[config.mk]
export PLATFORM = sky130hd
export DESIGN_NAME = mul_div_unit
export DESIGN_NICKNAME = d
export VERILOG_FILES = /design/src/rtl/mul_div_unit.sv
export SDC_FILE = /design/constraint.sdc
export NUM_CORES = 1
export LEC_CHECK = 0
export ABC_CLOCK_PERIOD_IN_PS = 9200
export CAP_MARGIN = 25
export CORE_ASPECT_RATIO = 0.7
export CORE_MARGIN = 3
export CORE_UTILIZATION = 70
export CTS_BUF_LIST = sky130_fd_sc_hd__clkbuf_8
export DETAILED_ROUTE_END_ITERATION = 8
export DONT_BUFFER_PORTS = 1
export PLACE_DENSITY_LB_ADDON = 0.3
export SYNTH_ARGS = -nofsm -noshare
export SYNTH_HDL_FRONTEND = slang
export SYNTH_SLANG_ARGS = --single-unit
[constraint.sdc]
create_clock -name clk -period 9.2 [get_ports clk]
set_input_delay 2.3 -clock clk [delete_from_list [all_inputs] [get_ports clk]]
set_output_delay 2.3 -clock clk [all_outputs]
set_load 0.03 [all_outputs]
[src/rtl/mul_div_unit.sv]
// Iterative radix-2 unsigned multiply/divide for the execute stage.
// Writes one result per op through a single-cycle register-file strobe.
module mul_div_unit #(
  parameter int register_width = 32,
  parameter int register_num   = 32
) (
  input  logic                            clk,
  input  logic                            rst,
  input  logic                            start,
  input  logic [1:0]                      op,
  input  logic [register_width-1:0]       operand_a,
  input  logic [register_width-1:0]       operand_b,
  input  logic [$clog2(register_num)-1:0] dest_address,
  output logic                            busy,
  output logic                            write_word_enable,
  output logic [$clog2(register_num)-1:0] write_reg_address,
  output logic [register_width-1:0]       write_data
);

  localparam int W  = register_width;
  localparam int AW = $clog2(register_num);
  localparam int CW = (W > 1) ? $clog2(W) : 1;
  localparam logic [CW-1:0] LAST = CW'(W - 1);

  typedef enum logic [1:0] {
    IDLE,
    BUSY,
    DONE
  } state_t;

  state_t state, state_n;

  logic [1:0]    op_q;
  logic [W-1:0]  m_q;
  logic [W-1:0]  hi, lo;
  logic [W-1:0]  hi_n, lo_n;
  logic [AW-1:0] dest_q;
  logic [CW-1:0] count;
  logic [W:0]    prod;
  logic [W:0]    shifted;
  logic [W:0]    diff;
  logic          last;

  always_ff @(posedge clk) begin
    if (rst) state <= IDLE;
    else     state <= state_n;
  end

  always_comb begin
    state_n = state;
    last    = 1'b0;
    unique case (state)
      IDLE: if (start) state_n = BUSY;
      BUSY: begin
        if (count == LAST) begin
          state_n = DONE;
          last    = 1'b1;
        end
      end
      DONE:    state_n = IDLE;
      default: state_n = IDLE;
    endcase
  end

  // hi:lo is product/lo-multiplier for MUL, remainder/quotient for DIV;
  // so lo carries low word or quotient, hi carries high word or remainder.
  always_comb begin
    hi_n    = hi;
    lo_n    = lo;
    prod    = {1'b0, hi};
    shifted = {hi, lo[W-1]};
    diff    = shifted - {1'b0, m_q};
    if (lo[0]) prod = {1'b0, hi} + {1'b0, m_q};
    unique case (1'b1)
      op_q[1]: begin
        if (shifted >= {1'b0, m_q}) begin
          hi_n = diff[W-1:0];
          lo_n = {lo[W-2:0], 1'b1};
        end else begin
          hi_n = shifted[W-1:0];
          lo_n = {lo[W-2:0], 1'b0};
        end
      end
      default: begin
        hi_n = prod[W:1];
        lo_n = {prod[0], lo[W-1:1]};
      end
    endcase
  end

  always_ff @(posedge clk) begin
    if (rst) begin
      op_q              <= '0;
      m_q               <= '0;
      hi                <= '0;
      lo                <= '0;
      dest_q            <= '0;
      count             <= '0;
      busy              <= 1'b0;
      write_word_enable <= 1'b0;
      write_reg_address <= '0;
      write_data        <= '0;
    end else begin
      busy              <= (state_n != IDLE);
      write_word_enable <= last;
      unique case (state)
        IDLE: begin
          if (start) begin
            op_q   <= op;
            m_q    <= op[1] ? operand_b : operand_a;
            lo     <= op[1] ? operand_a : operand_b;
            hi     <= '0;
            dest_q <= dest_address;
            count  <= '0;
          end
        end
        BUSY: begin
          hi    <= hi_n;
          lo    <= lo_n;
          count <= count + 1'b1;
          if (last) begin
            write_data        <= op_q[0] ? hi_n : lo_n;
            write_reg_address <= dest_q;
          end
        end
        default: ;
      endcase
    end
  end

endmodule

==> impl_metrics.tcl <==
set metrics [dict create \
    seqPwrFrac 0.430 \
    clk_pin_slew_ns 0.10 \
    crit_path_end "write_data[5]" \
    path_buf_inv 2 \
    critPathKind "reg2reg" \
    numCtsBuffers 17 \
    synth_top_family_by_area "compound AO/OA/AOI/OAI gates" \
    critPathRequiredTime_ns 9.55 \
    rsz0062_at_grt "no" \
    die-area_um2 17600 \
    synthDominantAreaCellType "dfxtp_1" \
    ctsHoldBuffers 0 \
    synth_adder_area_share 0.0773 \
    htreeDepth 4 \
    fillers 1231 \
    syn_area_um2 11200 \
    final_cell_mix "nor2_1, a21oi_1, dfxtp_1" \
    synth_xor_area_frac 0.0391 \
    hold_path_class "reg2reg" \
    finalCritPeriodShare 0.405 \
    track_usage 0.382 \
    p_leak_nw 4.65 \
    end_kind "flop" \
    synth.distinct_cells 80 \
    crit_top_cell "a21oi_1" \
    yosysWarnings 0 \
    diodes 0 \
    peakVddDrop_mv 0.100 \
    grt_pass1_wl_mm 54.6 \
    total_power_mw 1.65 \
    overflow 0 \
    io_pins 113 \
    rr_startpoint "m_q[11]" \
    tritoncts "built" \
    critPathTopFamily "compound AO/OA/AOI/OAI gates" \
    maxCapViolations 0 \
    ant_nets 0 \
    path_depth 13 \
    stdcell_count 1568 \
    p_int_mw 1.06 \
    path_max_fanout 35 \
    swShare 0.355 \
    max-slew-margin-rel 0.379 \
    seq_area_frac_synth 0.266 \
    dieWidth_um 157 \
    startpoint "m_q[11]" \
    antenna_found_initial 0 \
    drc 0 \
    switchingPower_mw 0.586 \
    firstDrtPassIters 6 \
    synth_seq_cells 149 \
    cp.arrival_ns 4.07 \
    clockRootBuffer "clkbuf_8" \
    design.core.area_um2 15600 \
    dpl.cell_count 1536 \
    fmax_mhz 268 \
    fin_hold_ws_ns 0.446 \
    r2r_end "write_data[5]" \
    status "finished clean" \
    syn_nets 1566 \
    skew_ns 0.0188 \
    grt_start_max_net_pins 126 \
    ys.flop_type "dfxtp_1" \
    final_common_cell "nor2_1" \
    synthArstFlopShare 0 \
    avgSynthCellArea_um2 7.86 \
    synth_edf_count 0 \
    hpwl_mm 24.8 \
    gr-usage-met2 0.594 \
    final.setup.tns_ns 0 \
    clk_latency_ns 0.45 \
    pre_cts_slack_ns 5.43 \
    drt_iter0_markers 1256 \
    grt_pass1_vias 10400 \
    worst_path_max_delay_cell "buf_4" \
    synthMuxAreaShare 0.131 \
    hp-start "dest_q[0]" \
    wire_per_inst_um 21.7 \
    post_cts_buffers 0 \
    combPwrFrac 0.256 \
    synth_top_area_frac 0.266 \
    yosys-top-cells-area "dfxtp_1, mux2i_1, ha_1" \
    vias 11000 \
    timing.final.ws_setup_ns 5.47 \
    clkPwrFrac 0.314 \
    synth-simple-area-share 0.162 \
    cp-start-kind "flop" \
    busiest_layer "met2" \
    clock_path_buffers 2 \
    cts_resized 0 \
    syn_inst 1424 \
    drt-total-wl_mm 34.1 \
    r2r_setup_slack_ns 5.47 \
    cts_sinks 149 \
    fp.dieH_um 112 \
    initial_utilization 0.718 \
    min_period_ns 3.73 \
    worst_pin_slew_ns 0.931 \
    path_cells "inv_1 -> ha_1 -> nand2_1 -> o211ai_1 -> nand4_1 -> a41oi_2 -> a2111oi_4 -> nor2_4 -> buf_4 -> mux2_2 -> a21oi_1 -> a21o_1 -> a21oi_1" \
    hold_violations 0 \
    grt.met3_usage 0.0746 \
    area_delta_synth_final_pct 3.13 \
    grt_util_met1 0.514 \
    slowest_delay_ns 0.51 \
    rows 38 \
    r2r_cells 13 \
    p_per_area_nw_per_um2 143 \
    drive_gt1_frac 0.0629 \
    setup_viol 0 \
    synth-compound-area-share 0.270 \
    maxSlewViolCount 0 \
    via_per_inst 7.00 \
    layout.nets 1497 \
    gp_congestion 1.01 \
    portBuffers 0 \
]
[cell type report]
cell class                 instances  area [µm²]  share of cell area
clock buffer                      17         234              0.0203
clock inverter                    15         159              0.0138
inverter                          53         199              0.0172
multi-input combinational       1122        7630               0.661
sequential                       149        2990               0.259
tap                              200         250              0.0217
timing repair buffer              12        90.1             0.00780
[cell usage after synthesis (10+ instances only)]
| cell type | instances |
|---|---|
| o211ai_1 | 10 |
| dfxtp_1 | 149 |
| nand4_1 | 12 |
| nand2b_1 | 10 |
| ha_1 | 66 |
| nand3_1 | 22 |
| nor2_1 | 155 |
| mux2i_1 | 129 |
| clkbuf_1 | 78 |
| mux2_2 | 16 |
| a21oi_1 | 150 |
| inv_1 | 53 |
| o21ai_0 | 73 |
| a211oi_1 | 50 |
| xor2_1 | 17 |
| nor3_1 | 28 |
| nor2b_1 | 15 |
| a31oi_1 | 12 |
| buf_1 | 12 |
| nand2_1 | 113 |
| xnor2_1 | 33 |
| a21o_1 | 27 |
| and3_1 | 10 |
| o22ai_1 | 32 |
| a22oi_1 | 10 |
| a22o_1 | 18 |
[metrics by stage]
step,area [µm²],utilization
2_1_floorplan,11200,-
3_3_place_gp,11200,0.715
3_5_place_dp,11200,0.715
4_1_cts,11500,0.741
5_1_grt,11500,0.741
6_report,11500,0.741
[cells by family after synthesis]
logic type               Yosys count
AO/OA/AOI/OAI                    460
flip-flops                       149
XOR/XNOR                          50
buffers and inverters            153
multiplexers                     145
AND/OR/NAND/NOR                  399
adder cells (fa/ha/maj)           68
[state kept, by name, summed over array words and instances (netlist names)]
register / count
hi: 32
lo: 32
m_q: 32
write_data: 32
count: 5
dest_q: 5
write_reg_address: 5
op_q: 2
state: 2
busy: 1
write_word_enable: 1
[worst min-delay path, stage by stage, from the launching register on]
cell	delay, ns
dfxtp_1	0.32
nand2_1	0.05
a21oi_1	0.05
[worst min-delay path by stage]
stage          cells past startpoint  slack, ns                   end
4_1_cts                            2       0.45  write_reg_address[0]
3_5_place_dp                       2       0.44             dest_q[3]
3_3_place_gp                       2       0.43  write_reg_address[2]
2_1_floorplan                      2       0.43  write_reg_address[0]
5_1_grt                            2       0.47  write_reg_address[0]
6_report                           2       0.45  write_reg_address[0]
[power groups by stage]
stage	logic, mW	registers, mW	clock network, mW
after global placement	0.400	0.722	0
after global routing	0.461	0.712	0.546
final	0.422	0.709	0.517
after CTS	0.412	0.708	0.517
after detailed placement	0.408	0.722	0
after floorplan	0.340	0.705	0
[layer usage]
| layer | up-vias | part of all wire |
|---|---|---|
| met1 | 5097 | 0.41 |
| met3 | 113 | 0.097 |
| li1 | 5090 | - |
| met5 | - | 0 |
| met2 | 680 | 0.45 |
| met4 | 0 | 0.045 |
(Power assumes the default switching activity.)
